$ cat src/rtl/seq_det_pkg.sv
`default_nettype none
// ============================================================================
// Module : seq_det_pkg
// Brief  : Shared window-state encoding and default widths for the 11101
//          detector monitor chain.
// Rev    : 1.0
// ============================================================================
package seq_det_pkg;

    typedef enum logic [1:0] {
        W_IDLE = 2'd0,
        W_RUN  = 2'd1,
        W_EVAL = 2'd2
    } win_state_t;

    localparam int DEF_COUNT_W = 8;
    localparam int DEF_GAP_W   = 8;
    localparam int DEF_WIN_LEN = 64;
    localparam int DEF_THRESH  = 4;

endpackage
`default_nettype wire

$ cat src/rtl/seq_edge_pulse.sv
`default_nettype none
// ============================================================================
// Module : seq_edge_pulse
// Brief  : Rising-edge detect on the detector output with enable/clear gating
//          and a registered one-cycle pulse.
// Rev    : 1.0
// ============================================================================
module seq_edge_pulse
    import seq_det_pkg::*;
(
    input  logic clk,
    input  logic rst,
    input  logic det_in,
    input  logic enable,
    input  logic clr,
    output logic det_edge,
    output logic det_pulse
);

    logic det_q;
    logic det_pulse_q;

    // det_q samples every cycle so a level held across clr/disable never re-fires
    assign det_edge  = det_in & ~det_q & enable & ~clr;
    assign det_pulse = det_pulse_q;

    always_ff @(posedge clk or negedge rst) begin
        if (!rst) begin
            det_q       <= 1'b0;
            det_pulse_q <= 1'b0;
        end else begin
            det_q       <= det_in;
            det_pulse_q <= det_edge;
        end
    end

endmodule
`default_nettype wire

$ cat src/rtl/seq_detect_monitor.sv
`default_nettype none
// ============================================================================
// Module : seq_detect_monitor
// Brief  : Detection pulse, saturating count, gap statistics and windowed-rate
//          alarm for the 11101 sequence detector output.
// Rev    : 1.0
// ============================================================================
module seq_detect_monitor
    import seq_det_pkg::*;
#(
    parameter int COUNT_W = DEF_COUNT_W,
    parameter int GAP_W   = DEF_GAP_W,
    parameter int WIN_LEN = DEF_WIN_LEN,
    parameter int THRESH  = DEF_THRESH
) (
    input  logic               clk,
    input  logic               rst,
    input  logic               det_in,
    input  logic               enable,
    input  logic               clr,
    output logic               det_pulse,
    output logic [COUNT_W-1:0] det_count,
    output logic               overflow,
    output logic [GAP_W-1:0]   last_gap,
    output logic [GAP_W-1:0]   min_gap,
    output logic               gap_valid,
    output logic [COUNT_W-1:0] win_count,
    output logic               alarm
);

    localparam int                 TMR_W    = (WIN_LEN > 1) ? $clog2(WIN_LEN) : 1;
    localparam logic [TMR_W-1:0]   TMR_LAST = TMR_W'(WIN_LEN - 1);
    localparam logic [COUNT_W-1:0] THRESH_C = COUNT_W'(THRESH);

    logic det_edge;

    seq_edge_pulse u_edge (
        .clk       (clk),
        .rst       (rst),
        .det_in    (det_in),
        .enable    (enable),
        .clr       (clr),
        .det_edge  (det_edge),
        .det_pulse (det_pulse)
    );

    logic [COUNT_W-1:0] det_count_q;
    logic               overflow_q;
    logic [GAP_W-1:0]   gap_cnt_q, last_gap_q, min_gap_q;
    logic               gap_valid_q, seen_one_q;
    logic [GAP_W-1:0]   gap_plus1;

    assign gap_plus1 = (gap_cnt_q == '1) ? gap_cnt_q : gap_cnt_q + GAP_W'(1);

    always_ff @(posedge clk or negedge rst) begin
        if (!rst) begin
            det_count_q <= '0;
            overflow_q  <= 1'b0;
            gap_cnt_q   <= '0;
            last_gap_q  <= '0;
            min_gap_q   <= '1;
            gap_valid_q <= 1'b0;
            seen_one_q  <= 1'b0;
        end else if (clr) begin
            det_count_q <= '0;
            overflow_q  <= 1'b0;
            gap_cnt_q   <= '0;
            last_gap_q  <= '0;
            min_gap_q   <= '1;
            gap_valid_q <= 1'b0;
            seen_one_q  <= 1'b0;
        end else if (det_edge) begin
            if (det_count_q != '1) det_count_q <= det_count_q + COUNT_W'(1);
            else                   overflow_q  <= 1'b1;
            if (seen_one_q) begin
                last_gap_q  <= gap_plus1;
                if (gap_plus1 < min_gap_q) min_gap_q <= gap_plus1;
                gap_valid_q <= 1'b1;
            end
            gap_cnt_q  <= '0;
            seen_one_q <= 1'b1;
        end else if (enable) begin
            gap_cnt_q <= gap_plus1;
        end
    end

    win_state_t         state_q, state_d;
    logic [TMR_W-1:0]   tmr_q, tmr_d;
    logic [COUNT_W-1:0] wcnt_q, wcnt_d;
    logic [COUNT_W-1:0] win_count_q, win_count_d;
    logic               alarm_q, alarm_d;

    always_ff @(posedge clk or negedge rst) begin
        if (!rst) begin
            state_q     <= W_IDLE;
            tmr_q       <= '0;
            wcnt_q      <= '0;
            win_count_q <= '0;
            alarm_q     <= 1'b0;
        end else begin
            state_q     <= state_d;
            tmr_q       <= tmr_d;
            wcnt_q      <= wcnt_d;
            win_count_q <= win_count_d;
            alarm_q     <= alarm_d;
        end
    end

    always_comb begin
        state_d     = state_q;
        tmr_d       = tmr_q;
        wcnt_d      = wcnt_q;
        win_count_d = win_count_q;
        alarm_d     = alarm_q;
        if (clr) begin
            state_d     = W_IDLE;
            tmr_d       = '0;
            wcnt_d      = '0;
            win_count_d = '0;
            alarm_d     = 1'b0;
        end else begin
            case (state_q)
                W_IDLE: begin
                    if (enable) begin
                        state_d = W_RUN;
                        tmr_d   = '0;
                        wcnt_d  = '0;
                    end
                end
                W_RUN: begin
                    if (!enable) begin
                        state_d = W_IDLE;
                    end else begin
                        tmr_d = tmr_q + TMR_W'(1);
                        if (det_edge && (wcnt_q != '1)) wcnt_d = wcnt_q + COUNT_W'(1);
                        if (tmr_q == TMR_LAST) state_d = W_EVAL;
                    end
                end
                W_EVAL: begin
                    // An edge landing in the publish cycle opens the next window
                    win_count_d = wcnt_q;
                    alarm_d     = alarm_q | (wcnt_q >= THRESH_C);
                    tmr_d       = '0;
                    wcnt_d      = det_edge ? COUNT_W'(1) : '0;
                    state_d     = enable ? W_RUN : W_IDLE;
                end
                default: state_d = W_IDLE;
            endcase
        end
    end

    assign det_count = det_count_q;
    assign overflow  = overflow_q;
    assign last_gap  = last_gap_q;
    assign min_gap   = min_gap_q;
    assign gap_valid = gap_valid_q;
    assign win_count = win_count_q;
    assign alarm     = alarm_q;

endmodule
`default_nettype wire
$ cat config.mk
export PLATFORM = sky130hd
export DESIGN_NAME = seq_detect_monitor
export DESIGN_NICKNAME = d
export VERILOG_FILES = /design/src/rtl/seq_det_pkg.sv /design/src/rtl/seq_edge_pulse.sv /design/src/rtl/seq_detect_monitor.sv
export SDC_FILE = /design/constraint.sdc
export NUM_CORES = 1
export LEC_CHECK = 0
export ABC_AREA = 1
export CAP_MARGIN = 15
export CORE_UTILIZATION = 38
export DETAILED_ROUTE_END_ITERATION = 8
export PLACE_DENSITY_LB_ADDON = 0.12
export SYNTH_ARGS = -nofsm -noshare
export SYNTH_HDL_FRONTEND = slang
export SYNTH_SLANG_ARGS = --single-unit
$ cat constraint.sdc
create_clock -name clk -period 3.1 [get_ports clk]
set_input_delay 0.31 -clock clk [delete_from_list [all_inputs] [get_ports clk]]
set_output_delay 0.31 -clock clk [all_outputs]
set_load 0.01 [all_outputs]
==> flow_summary_export.csv <==
group,metric,value,unit
sta,grt_setup_unrepaired,"false",
synth,synth_compound_area_share,12.3,%
synth,synth_cell_types,34,
cts,clkTransAtPathRegs,0.08,ns
grt,grt.overflow.total,0,
worst_setup_path,max_stage_delay,0.41,ns
placed_design,gp_congestion,0.803,
placed_design,hpwl,5.66,mm
floorplan,die_h,96.7,µm
floorplan,num_rows,34,
sta,period_minus_slack,2.47,ns
synth,synth_ff_type,"dfrtp_1",
synth,synth_fp_nets,430,
layout,fillers,828,
detailed_routing,detail_route.iter0.violations,78,
power,vdd_drop_max,295,µV
detailed_routing,wl_per_cell,13.6,µm
cts,tritoncts,"done",
synth,synth_seq_area_share,45.8,%
cts,cts_resized,0,
outcome,outcome,"finished clean",
floorplan,die_x,96.7,µm
worst_setup_path,crit_type,"reg2reg",
synth,synthAdderAreaFrac,5.87,%
run,drv_cap,0,
detailed_routing,met3_length,288,µm
layout,fin_util,47.2,%
sta,max_freq,405,MHz
detailed_routing,dr_wl_met2,3.49,mm
sta,finalHoldViolCount,0,
worst_setup_path,startpoint_type,"flip-flop",
synth,syn_inst,409,
cts,numClockSinks,62,
layout,diodes,0,
synth,synth-simple-area-share,24.7,%
layout,multi_input_area,1510,µm²
synth,yosys.area_share.xor_xnor,1.54,%
grt,grtUsageTotal,18.0,%
layout,drive_above_1_share,12.1,%
cts,numCtsBuffers,9,
synth,ys_ff_latch,62,
floorplan,core_area,8720,µm²
worst_setup_path,path_cells,"ha_1 > nand2_2 > nor2_8 > nand2_4 > inv_1 > nor3_2 > inv_1 > ha_1 > nand2_1 > o21ai_0 > nor2_4 > nand2_4 > nand2_4 > nand2_1 > nand2_1",
layout,final_common_cell,"nand2_1",
detailed_routing,drc,0,
min_path,min_path_type,"in2async",
grt,antenna_found_initial,0,
cts,cts_buffer_depth,2,
sta,fin_crit_sh,79.7,%
detailed_routing,top_layer,"met4",
sta,timing.hold.ws,0.113,ns
placed_design,numPortBuffers,40,
synth,synth_top_family_by_area,"simple AND/OR/NAND/NOR gates",
detailed_routing,drt_first_pass_iters,4,
grt,grt_start_max_net_pins,43,
synth,synthMuxAreaShare,0,%
cts,post_cts_buffers,0,
cts,clock-root-buffer,"clkbuf_8",
sta,slew_headroom,35.6,%
synth,synth_edf_count,0,
layout,synthToLayoutAreaGrowth,20.7,%
floorplan,dieArea,9360,µm²
power,powerDensity,492,nW/µm²
cts,insertion_delay,0.34,ns
detailed_routing,via_per_inst,4.99,
cts,cts_max_level,3,
layout,final_nets,478,
synth,syn_avg_cell_area,8.34,µm²
detailed_routing,wl,7.73,mm
floorplan,io_pins,41,
worst_setup_path,crit_family,"simple AND/OR/NAND/NOR gates",
cts,ctsHoldBuffers,0,
worst_setup_path,worstPathArrival,2.74,ns
synth,yosys_warnings,0,
worst_setup_path,required,3.37,ns
sta,final_max_slew_viol_count,0,
layout,final_cell_mix,"83 x nand2_1, 62 x inv_1, 54 x dfrtp_1",
floorplan,start_util,39.1,%
worst_setup_path,path_buf_inv,2,
detailed_routing,m1WireLength,3.82,mm
sta,fin_worst_skew,0.0148,ns
grt,grt_pass1_wl,13.6,mm
sta,worstMarginPinSlew,0.966,ns
grt,grt_pass1_vias,2802,
sta,finalSetupViolCount,0,
detailed_routing,postRouteAntennaNets,0,
sta,tns,0,ns
worst_setup_path,crit_fanout,9,
layout,layout.area.seq,1560,µm²
worst_setup_path,critical_path.slowest_cell,"dfrtp_1",
power,p_leak,1.99,nW
worst_setup_path,setup.worst_path.end_class,"flip-flop",
synth,netlist_area,3410,µm²
detailed_routing,num_vias,2842,
synth,async_reset_ff_share,100,%
## where the power goes
group / leakage, nW / switching (mW) / total [mW] / internal, mW
Combinational: 1.06 / 0.263 / 0.380 / 0.117
Clock: 0.106 / 0.322 / 0.758 / 0.437
Sequential: 0.831 / 0.0334 / 0.887 / 0.854
## worst paths after layout
path,startpoint,endpoint,slack [ns],cells past startpoint
max in group asynchronous,rst,min_gap[0],2.21,2
worst max register to register,gap_cnt_q[0],min_gap[1],0.63,15
worst max-delay path,gap_cnt_q[0],min_gap[1],0.63,15
worst min register to register,min_gap[7],min_gap[7],0.50,2
min in group clk,det_in,u_edge.det_q,0.44,1
worst min-delay path,rst,last_gap[6],0.11,1
## per-layer routing
layer	track usage (%)	vias up
met3	4.70	11
li1	-	1438
met4	6.66	0
met5	0	-
met1	24.6	1340
met2	27.6	53
## stage by stage
stage	worst slack (ns)	instances	total power, mW	instance area, µm²
2_1_floorplan	0.858	409	1.18	3410
6_report	0.630	570	2.03	4120
4_1_cts	0.614	570	2.05	4120
3_3_place_gp	0.706	554	1.28	3910
5_1_grt	0.391	570	2.15	4120
3_5_place_dp	0.605	554	1.28	3910
## final cells by class
| class | instances | area share, % |
|---|---|---|
| inverters | 70 | 6.38 |
| clock inverters | 3 | 1.03 |
| repair buffers | 45 | 10.5 |
| flip-flops and latches | 62 | 37.9 |
| clock buffers | 13 | 4.10 |
| well taps | 108 | 3.28 |
| multi-input cells | 269 | 36.8 |
## synthesized netlist by cell type, drive strengths merged (2+ instances only)
master / count / area share, %
o22ai: 8 / 1.5
dfrtp: 54 / 40
o31ai: 12 / 2.6
ha: 16 / 5.9
nand3: 39 / 5.7
dfstp: 8 / 6.2
nor3: 14 / 2.6
nand2: 92 / 11
nand4: 2 / 0.37
a21oi: 17 / 2.5
xor2: 6 / 1.5
inv: 70 / 7.7
nand3b: 2 / 0.44
clkbuf: 5 / 1.4
buf: 3 / 0.70
o21ai: 32 / 4.7
nor2: 22 / 3.6
## registers in the layout (all words and copies together), names as in the netlist
| register | count |
|---|---|
| alarm | 1 |
| det_count | 8 |
| gap_cnt_q | 8 |
| gap_valid | 1 |
| last_gap | 8 |
| min_gap | 8 |
| overflow | 1 |
| seen_one_q | 1 |
| state_q | 2 |
| tmr_q | 6 |
| u_edge.det_pulse | 1 |
| u_edge.det_q | 1 |
| wcnt_q | 8 |
| win_count | 8 |
## kinds of logic after synthesis
logic type | Yosys count
simple gates | 174
xor+xnor | 6
compound gates | 73
buf+inv | 78
flops | 62
fa+ha+maj | 16
No activity file was read; power rests on OpenSTA's default activity.
